`config.mk`:
```
export PLATFORM = sky130hd
export DESIGN_NAME = mul_urate_gen_flat
export DESIGN_NICKNAME = d
export VERILOG_FILES = /design/src/rtl/mul_urate_gen_if.sv /design/src/rtl/mul_urate_gen.sv /design/src/flat_wrapper.sv
export SDC_FILE = /design/constraint.sdc
export NUM_CORES = 1
export LEC_CHECK = 0
export ABC_AREA = 0
export CAP_MARGIN = 20
export CORE_ASPECT_RATIO = 1.25
export CORE_MARGIN = 5
export CORE_UTILIZATION = 48
export CTS_CLUSTER_DIAMETER = 100
export DETAILED_ROUTE_END_ITERATION = 10
export PLACE_DENSITY = 0.85
export SLEW_MARGIN = 20
export SYNTH_ARGS = -nofsm -noshare
export SYNTH_HDL_FRONTEND = slang
export SYNTH_SLANG_ARGS = --single-unit
```
`constraint.sdc`:
```
create_clock -name clk -period 1.6 [get_ports clk]
set_input_delay 0.4 -clock clk [delete_from_list [all_inputs] [get_ports clk]]
set_output_delay 0.4 -clock clk [all_outputs]
set_load 0.02 [all_outputs]
```
`src/rtl/mul_urate_gen_if.sv`:
```
// Operand/stream bundle between a PE operand feeder (master) and mul_urate_gen (slave).
// Carries len_i only when MUL_UR_EARLY_TERM_EN is defined.
interface mul_urate_gen_if #(
    parameter int unsigned MAG_W = 7
);
    logic             start_i;
    logic             clr_i;
    logic             sign_i_i;
    logic             sign_w_i;
    logic [MAG_W-1:0] mag_i_i;
    logic [MAG_W-1:0] mag_w_i;
`ifdef MUL_UR_EARLY_TERM_EN
    logic [MAG_W:0]   len_i;
`endif
    logic             ready_o;
    logic             en_o;
    logic             acc_o;
    logic             clr_o;
    logic             sign_i_o;
    logic             sign_w_o;
    logic             prod_bit_o;
    logic             done_o;

    modport master (
        output start_i, clr_i, sign_i_i, sign_w_i, mag_i_i, mag_w_i,
`ifdef MUL_UR_EARLY_TERM_EN
        output len_i,
`endif
        input  ready_o, en_o, acc_o, clr_o, sign_i_o, sign_w_o, prod_bit_o, done_o
    );

    modport slave (
        input  start_i, clr_i, sign_i_i, sign_w_i, mag_i_i, mag_w_i,
`ifdef MUL_UR_EARLY_TERM_EN
        input  len_i,
`endif
        output ready_o, en_o, acc_o, clr_o, sign_i_o, sign_w_o, prod_bit_o, done_o
    );
endinterface

```
`src/rtl/mul_urate_gen.sv`:
```
// Unary-rate multiplier stream generator feeding one PE accumulator.
// Optional MUL_UR_EARLY_TERM_EN: stream length taken from len_i (0 means full length).
module mul_urate_gen #(
    parameter int unsigned MAG_W = 7
) (
    input  logic                  clk,
    input  logic                  rst_n,
    mul_urate_gen_if.slave        bus
);
    typedef enum logic [0:0] {StIdle, StRun} state_e;

    state_e           r_state;
    logic [MAG_W-1:0] r_mag_i;
    logic [MAG_W-1:0] r_mag_w;
    logic [MAG_W-1:0] r_cnt_i;
    logic [MAG_W-1:0] r_cnt_w;
    logic             r_sign_i;
    logic             r_sign_w;
    logic             r_ready;
    logic             r_en;
    logic             r_acc;
    logic             r_clr;
    logic             r_prod;
    logic             r_done;

    logic [MAG_W-1:0] w_rev_i;
    logic [MAG_W-1:0] w_rev_w;
    logic             w_ibit;
    logic             w_wbit;
    logic [MAG_W-1:0] w_last_k;
    logic             w_last;

`ifdef MUL_UR_EARLY_TERM_EN
    logic [MAG_W-1:0] r_last;
    assign w_last_k = r_last;
`else
    assign w_last_k = '1;
`endif

    always_comb begin
        w_rev_i = '0;
        w_rev_w = '0;
        for (int b = 0; b < int'(MAG_W); b++) begin
            w_rev_i[b] = r_cnt_i[int'(MAG_W) - 1 - b];
            w_rev_w[b] = r_cnt_w[int'(MAG_W) - 1 - b];
        end
    end

    // Weight counter only advances on input ones, so the product count stays exact.
    assign w_ibit = (r_mag_i > w_rev_i);
    assign w_wbit = (r_mag_w > w_rev_w);
    assign w_last = (r_cnt_i == w_last_k);

    always_ff @(posedge clk or negedge rst_n) begin
        if (!rst_n) begin
            r_state  <= StIdle;
            r_mag_i  <= '0;
            r_mag_w  <= '0;
            r_cnt_i  <= '0;
            r_cnt_w  <= '0;
            r_sign_i <= 1'b0;
            r_sign_w <= 1'b0;
            r_ready  <= 1'b1;
            r_en     <= 1'b0;
            r_acc    <= 1'b0;
            r_clr    <= 1'b0;
            r_prod   <= 1'b0;
            r_done   <= 1'b0;
`ifdef MUL_UR_EARLY_TERM_EN
            r_last   <= '0;
`endif
        end else begin
            r_clr  <= bus.clr_i;
            r_en   <= 1'b0;
            r_acc  <= 1'b0;
            r_prod <= 1'b0;
            r_done <= 1'b0;
            if (bus.clr_i) begin
                r_state <= StIdle;
                r_ready <= 1'b1;
                r_cnt_i <= '0;
                r_cnt_w <= '0;
            end else begin
                unique case (r_state)
                    StIdle: begin
                        if (bus.start_i) begin
                            r_mag_i  <= bus.mag_i_i;
                            r_mag_w  <= bus.mag_w_i;
                            r_sign_i <= bus.sign_i_i;
                            r_sign_w <= bus.sign_w_i;
                            r_cnt_i  <= '0;
                            r_cnt_w  <= '0;
                            r_ready  <= 1'b0;
                            r_state  <= StRun;
`ifdef MUL_UR_EARLY_TERM_EN
                            // len 0 wraps to all-ones, i.e. a full-length stream.
                            r_last   <= bus.len_i[MAG_W-1:0] - 1'b1;
`endif
                        end
                    end
                    StRun: begin
                        r_en    <= 1'b1;
                        r_acc   <= (r_cnt_i == '0);
                        r_prod  <= w_ibit & w_wbit;
                        r_cnt_i <= r_cnt_i + 1'b1;
                        if (w_ibit) begin
                            r_cnt_w <= r_cnt_w + 1'b1;
                        end
                        if (w_last) begin
                            r_done  <= 1'b1;
                            r_ready <= 1'b1;
                            r_cnt_i <= '0;
                            r_cnt_w <= '0;
                            r_state <= StIdle;
                        end
                    end
                    default: r_state <= StIdle;
                endcase
            end
        end
    end

    assign bus.ready_o    = r_ready;
    assign bus.en_o       = r_en;
    assign bus.acc_o      = r_acc;
    assign bus.clr_o      = r_clr;
    assign bus.sign_i_o   = r_sign_i;
    assign bus.sign_w_o   = r_sign_w;
    assign bus.prod_bit_o = r_prod;
    assign bus.done_o     = r_done;
endmodule
```
`src/flat_wrapper.sv`:
```
// flat-port wrapper written by rule: the top's interface ports become plain ports
module mul_urate_gen_flat 
#(
    parameter int unsigned MAG_W = 7
)
  (clk, rst_n, bus_start_i, bus_clr_i, bus_sign_i_i, bus_sign_w_i, bus_mag_i_i, bus_mag_w_i, bus_ready_o, bus_en_o, bus_acc_o, bus_clr_o, bus_sign_i_o, bus_sign_w_o, bus_prod_bit_o, bus_done_o);
  mul_urate_gen_if #(.MAG_W(MAG_W)) bus_i ();
  input  logic clk;
  input  logic rst_n;
  input wire logic [$bits(bus_i.start_i)-1:0] bus_start_i;
  input wire logic [$bits(bus_i.clr_i)-1:0] bus_clr_i;
  input wire logic [$bits(bus_i.sign_i_i)-1:0] bus_sign_i_i;
  input wire logic [$bits(bus_i.sign_w_i)-1:0] bus_sign_w_i;
  input wire logic [$bits(bus_i.mag_i_i)-1:0] bus_mag_i_i;
  input wire logic [$bits(bus_i.mag_w_i)-1:0] bus_mag_w_i;
  output wire logic [$bits(bus_i.ready_o)-1:0] bus_ready_o;
  output wire logic [$bits(bus_i.en_o)-1:0] bus_en_o;
  output wire logic [$bits(bus_i.acc_o)-1:0] bus_acc_o;
  output wire logic [$bits(bus_i.clr_o)-1:0] bus_clr_o;
  output wire logic [$bits(bus_i.sign_i_o)-1:0] bus_sign_i_o;
  output wire logic [$bits(bus_i.sign_w_o)-1:0] bus_sign_w_o;
  output wire logic [$bits(bus_i.prod_bit_o)-1:0] bus_prod_bit_o;
  output wire logic [$bits(bus_i.done_o)-1:0] bus_done_o;
  assign bus_i.start_i = bus_start_i;
  assign bus_i.clr_i = bus_clr_i;
  assign bus_i.sign_i_i = bus_sign_i_i;
  assign bus_i.sign_w_i = bus_sign_w_i;
  assign bus_i.mag_i_i = bus_mag_i_i;
  assign bus_i.mag_w_i = bus_mag_w_i;
  assign bus_ready_o = bus_i.ready_o;
  assign bus_en_o = bus_i.en_o;
  assign bus_acc_o = bus_i.acc_o;
  assign bus_clr_o = bus_i.clr_o;
  assign bus_sign_i_o = bus_i.sign_i_o;
  assign bus_sign_w_o = bus_i.sign_w_o;
  assign bus_prod_bit_o = bus_i.prod_bit_o;
  assign bus_done_o = bus_i.done_o;
  mul_urate_gen #(.MAG_W(MAG_W)) u_core (.clk(clk), .rst_n(rst_n), .bus(bus_i));
endmodule
```
==> results of run 1 <==
-- where the power goes --
group / switching, mW / total [mW] / internal (mW)
clock network: 0.328 / 0.836 / 0.508
logic: 0.363 / 0.768 / 0.406
registers: 0.0810 / 1.13 / 1.05
total: 0.772 / 2.73 / 1.96
-- flip-flops by register name, summed over array words and instances (netlist names), 7 cells and up --
signal	count
u_core.r_cnt_i	7
u_core.r_cnt_w	7
u_core.r_mag_w	7
u_core.r_mag_i	7
-- layout make-up --
type | instances | area share [%]
Inverter | 19 | 2.73
Tap cell | 54 | 2.42
Timing Repair Buffer | 57 | 19.9
Multi-Input combinational cell | 117 | 37.6
Sequential cell | 37 | 33.2
Clock buffer | 7 | 3.09
Clock inverter | 1 | 1.08
-- logic make-up after synthesis --
| group | synth area share (%) |
|---|---|
| AO/OA/AOI/OAI | 14.5 |
| XOR/XNOR | 0.454 |
| adder cells (fa/ha/maj) | 11.0 |
| buffers and inverters | 4.54 |
| flip-flops | 48.0 |
| multiplexers | 8.68 |
| AND/OR/NAND/NOR | 12.8 |
-- routing by layer --
metal | routed length (µm) | share of wire [%]
met3 | 322 | 6.7
met2 | 2480 | 52
met1 | 1840 | 38
met5 | 0 | 0
met4 | 140 | 2.9
-- cells in the final DEF (no fill, tap or decap), types with 6 or more instances in the layout --
cell,netlist,final
a21oi_1,11,8
clkbuf_8,0,6
nand2_1,14,14
buf_4,1,25
ha_1,17,11
dlygate4sd2_1,0,7
o21ai_0,11,9
inv_1,18,13
mux2_2,14,14
dfrtp_1,36,36
clkdlybuf4s50_1,0,17
nand3_1,7,7
-- repair_timing --
action | 4_1_cts | 5_1_grt
hold buffers | 0 | 0
endpoints found under the setup margin | 17 | 26
gates cloned | 0 | 2
gates resized for setup | 22 | 13
setup buffers | 0 | 3
pin swaps | 1 | 2
-- path summary, 6_finish.rpt --
kind | start | endpoint | slack, ns | depth (start not counted)
max in group asynchronous | rst_n | u_core.bus.sign_i_o | 0.82 | 2
hold reg to reg | u_core.r_mag_w[4] | u_core.r_mag_w[4] | 0.52 | 1
setup / recovery | u_core.r_cnt_i[0] | u_core.r_cnt_w[5] | -0.18 | 7
min in group clk | bus_clr_i | u_core.bus.clr_o | 0.37 | 1
hold / removal | rst_n | u_core.bus.sign_w_o | 0.28 | 1
setup reg to reg | u_core.r_cnt_i[0] | u_core.r_cnt_w[5] | -0.18 | 7
-- metrics by stage --
step | TNS, ns | area (µm²) | power, mW | std cells | util, %
floorplan | -0.335 | 1940 | 1.51 | 175 | -
global placement | -7.25 | 2470 | 1.74 | 279 | 64.2
detailed placement | -8.02 | 2470 | 1.77 | 279 | 64.2
CTS | -0.542 | 2660 | 2.65 | 287 | 69.0
global route | -2.04 | 2790 | 2.87 | 292 | 72.6
finish | -1.31 | 2790 | 2.73 | 292 | 72.6
==> run summary, run 1 <==
FFs w/ async S/R, synth -> 100%
PD cells -> 979 nW/µm²
Die Y -> 80.9 µm
Largest net degree at the start of global routing -> 25
Fin nets -> 274
Most common cell in the netlist -> dfrtp_1
Critical Path RT -> 1.81 ns
# setup viols final -> 9
Post-Syn Instances -> 175
Maxcap violations -> 0
Failing checks -> negative setup slack
Final Worst Setup Slack -> -0.184 ns
CP arrival -> 2.00 ns
Clock-pin slew on the worst setup and hold paths -> 0.07 ns
Ratio of cells with drive above 1 in the final layout -> 34.9%
Cell Area, Synth -> 1930 µm²
Critical Path, Cell by Cell -> inv_2 -> ha_4 -> nand4_1 -> a21oi_2 -> o21ai_4 -> o41a_1 -> a31oi_1
HP Class -> input pin to async pin
#FFs+latches synth -> 37
Avg Synthesized Cell Area -> 11.0 µm²
Worst hold slack -> 0.279 ns
CTS sink cnt -> 37
Post-synth top area cell -> dfrtp_1
LEAKAGE -> 1.22 nW
Max FO, Critical Path -> 10
Max-slew headroom -> 73.5%
# IOs -> 28
CP Class -> register to register
Die area -> 5400 µm²
Area fraction of the dominant cell type after synthesis -> 46.7%
Antenna viol nets, final -> 0
CP bufs+invs -> 1
YS warnings -> 0
Ys flop type -> dfrtp_1
# fillers -> 261
Status -> complete, but fails checks
Synth top cells by count -> dfrtp_1, inv_1, ha_1
Multi-input logic area -> 1050 µm²
Yosys cell types -> 39
Routed length per placed instance -> 16.4 µm
CP max stage cell -> dfrtp_1
GR Util met3 -> 4.98%
CP max stage delay -> 0.40 ns
Reg area -> 927 µm²
GR met1 Demand/Resource -> 19.8%
Vias in the first global route -> 1548
Syn nets -> 212
Clock Latency Late Sink -> 0.30 ns
Starting density of the core -> 50.2%
Final-report max-slew violation count -> 0
# diodes -> 0
RePlAce Congestion -> 0.798
Die X -> 66.7 µm
Post-synth EDFFs -> 0
Num CTS Buffers -> 5
Peak Freq -> 561 MHz
Router iterations before antenna repair -> 5
Total Wirelength -> 4780 µm
FP Rows -> 25
Crit end category -> register
Sequential area share after synthesis -> 48.0%
1st-iter DRT viols -> 81
DRC Markers -> 0
Global route hottest layer -> met2
Clock Tree Buf Depth -> 2
Via count -> 1632
RSZ-0062 raised after global routing -> yes
Worst-margin pin slew -> 0.394 ns
CTS H-tree lvls -> 2
First-pass GRT wire length -> 6900 µm
Final hold viol count -> 0
Hpwl dp -> 2970 µm
Vias per Instance -> 5.59
Clk_skew -> 0.00834 ns
P&R area growth vs syn -> 44.7%
Startpoint types -> register
Worst slack at placement -> -0.377 ns
Kind of cell adding the most delay to the critical path -> compound AO/OA/AOI/OAI gates
Tmin final -> 1.78 ns
CTS tree -> yes
Number of I/O port buffers -> 27
CTS Root Cell -> clkbuf_8
Met2 Use GR -> 28.4%
Core area -> 3850 µm²
Overflow after GRT -> 0
Synth top area cells -> dfrtp_1, ha_1, mux2_2, inv_1, a21oi_1
Maximum vdd drop -> 0.000717 V
Total GRT Usage -> 17.0%
Initial antenna violation count -> 0
Final period utilization -> 111%
Power figures use the tool's default switching activity.
==> run 2, diff against run 1 <==
--- a/config.mk
+++ b/config.mk
@@ -12,7 +12,9 @@
 export CORE_UTILIZATION = 48
 export CTS_CLUSTER_DIAMETER = 100
 export DETAILED_ROUTE_END_ITERATION = 10
+export GPL_ROUTABILITY_DRIVEN = 0
 export PLACE_DENSITY = 0.85
+export SKIP_LAST_GASP = 1
 export SLEW_MARGIN = 20
 export SYNTH_ARGS = -nofsm -noshare
 export SYNTH_HDL_FRONTEND = slang
==> run 2 against run 1 <==
Effect of this change:
- the run still ends with negative setup slack left
- first-iteration DRC count is 20% lower
- power rose by 1.8%
- core utilization up 0.78 points
- critical path depth increased by 1
- clock-buffer cell count did not move
- clock skew rose by 0.0020 ns
- cell area is 1.1% higher
==> run summary, run 2 (synthesis gave the netlist of run 1 again) <==
DRC Markers -> 0 (unchanged)
Crit end category -> register
Startpoint types -> register
Tmin final -> 1.79 ns (+0.00812 ns)
Clk_skew -> 0.0103 ns (+0.00198 ns)
Core area -> 3850 µm² (unchanged)
Max layer used -> met4
# diodes -> 0 (unchanged)
Clock Latency Late Sink -> 0.30 ns (about the same)
Total Wirelength -> 4710 µm (-1.3%)
Clock-pin slew on the worst setup and hold paths -> 0.07 ns (about the same)
LEAKAGE -> 1.23 nW (+0.45%)
Number of I/O port buffers -> 27 (unchanged)
Failing checks -> negative setup slack
Die Y -> 80.9 µm (unchanged)
Kind of cell adding the most delay to the critical path -> compound AO/OA/AOI/OAI gates
Largest net degree at the start of global routing -> 25 (unchanged)
CP max stage delay -> 0.38 ns (-0.02 ns)
Worst slack at placement -> -0.377 ns (unchanged)
Max-slew headroom -> 78.1% (+4.6 points)
Routed length per placed instance -> 16.1 µm (-1.6%)
Maximum vdd drop -> 0.000732 V (+2.1%)
Count of hold-fix buffers inserted at cts -> 0 (unchanged)
CP arrival -> 1.97 ns (-0.03 ns)
CP max stage cell -> dfrtp_1
CTS tree -> yes
Clock Tree Buf Depth -> 2 (unchanged)
Router iterations before antenna repair -> 4 (-1)
WL met2 -> 2500 µm (+1.1%)
Fin nets -> 275 (+0.36%)
Initial antenna violation count -> 0 (unchanged)
Pwr Total -> 2.78 mW (+1.8%)
Final Worst Setup Slack -> -0.192 ns (-0.00812 ns)
Overflow after GRT -> 0 (unchanged)
Vias in the first global route -> 1505 (-2.8%)
Total GRT Usage -> 16.5% (-0.49 points)
Starting density of the core -> 50.2% (unchanged)
Placed cell areas -> 2470 µm² (unchanged)
Final period utilization -> 112% (+0.51 points)
PD cells -> 985 nW/µm² (+0.67%)
Status -> complete, but fails checks
Ratio of cells with drive above 1 in the final layout -> 36.4% (+1.5 points)
CTS H-tree lvls -> 2 (unchanged)
# IOs -> 28 (unchanged)
CP bufs+invs -> 2 (+1)
Peak Freq -> 558 MHz (-0.45%)
Maxcap violations -> 0 (unchanged)
Die X -> 66.7 µm (unchanged)
Critical Path RT -> 1.78 ns (-0.03 ns)
Antenna viol nets, final -> 0 (unchanged)
# setup viols final -> 8 (-1)
WL met1 -> 1830 µm (-0.27%)
CTS sink cnt -> 37 (unchanged)
WL met3 -> 242 µm (-25%)
CP Class -> register to register
RSZ-0062 raised after global routing -> yes
Most common cell after layout, fill and taps aside -> dfrtp_1
Final hold viol count -> 0 (unchanged)
Sum Neg Setup Slack -> -0.958 ns (+0.347 ns)
Die area -> 5400 µm² (unchanged)
Worst-margin pin slew -> 0.325 ns (-0.0690 ns)
HP Class -> input pin to async pin
Critical Path, Cell by Cell -> inv_2 -> ha_4 -> nand4_1 -> a21oi_2 -> o21ai_4 -> buf_6 -> o31ai_1 -> a2bb2oi_1
Final-report max-slew violation count -> 0 (unchanged)
1st-iter DRT viols -> 65 (-20%)
Num CTS Buffers -> 5 (unchanged)
CTS Root Cell -> clkbuf_8
First-pass GRT wire length -> 6690 µm (-3.0%)
Vias per Instance -> 5.54 (-0.83%)
Max FO, Critical Path -> 6 (-4)
Most frequent cells in the layout -> dfrtp_1, buf_4, clkdlybuf4s50_1
Hpwl dp -> 2970 µm (unchanged)
Via count -> 1624 (-0.49%)
P&R area growth vs syn -> 46.2%
FP Rows -> 25 (unchanged)
Fin area -> 2820 µm² (+1.1%)
Worst hold slack -> 0.282 ns (+0.00387 ns)
[run 2: routing by layer]
layer,global-route usage (%),up-vias
li1,-,757
met1,18.8,806
met2,28.2,49
met3,4.15,12
met4,8.94,0
met5,0,-
[run 2: area by class of cell]
class / count / area [µm²]
clock inverters: 1 / 30.0
clock buffers: 7 / 86.3
multi-input cells: 117 / 1070
fillers: 256 / 1020
repair buffers: 58 / 562
flip-flops and latches: 37 / 927
well taps: 54 / 67.6
inverters: 19 / 76.3
[run 2: power breakdown]
group | internal (mW) | switching [mW] | leakage (nW)
registers | 1.05 | 0.0804 | 0.473
clock network | 0.508 | 0.331 | 0.0585
logic | 0.425 | 0.388 | 0.696
total | 1.98 | 0.800 | 1.23
[run 2: timing repair]
action | CTS | global route
resized for setup | 13 | 27
gates cloned | 0 | 2
buffers inserted | 0 | 4
endpoints found under the setup margin | 17 | 25
pin swaps | 1 | 8
[run 2: per-stage QoR]
stage | utilization (%) | instances
after CTS | 67.6 | 287
after global routing | 73.4 | 293
after global placement | 64.2 | 279
after detailed placement | 64.2 | 279
after floorplan | - | 175
final | 73.4 | 293
[run 2: path summary, 6_finish.rpt]
check,endpoint,cells past startpoint,slack [ns],start
setup / recovery,u_core.r_cnt_w[6],8,-0.19,u_core.r_cnt_i[1]
hold / removal,u_core.bus.sign_w_o,1,0.28,rst_n
max in group asynchronous,u_core.bus.sign_i_o,2,0.81,rst_n
hold reg to reg,u_core.bus.sign_i_o,1,0.52,u_core.bus.sign_i_o
setup reg to reg,u_core.r_cnt_w[6],8,-0.19,u_core.r_cnt_i[1]
min in group clk,u_core.bus.clr_o,1,0.38,bus_clr_i
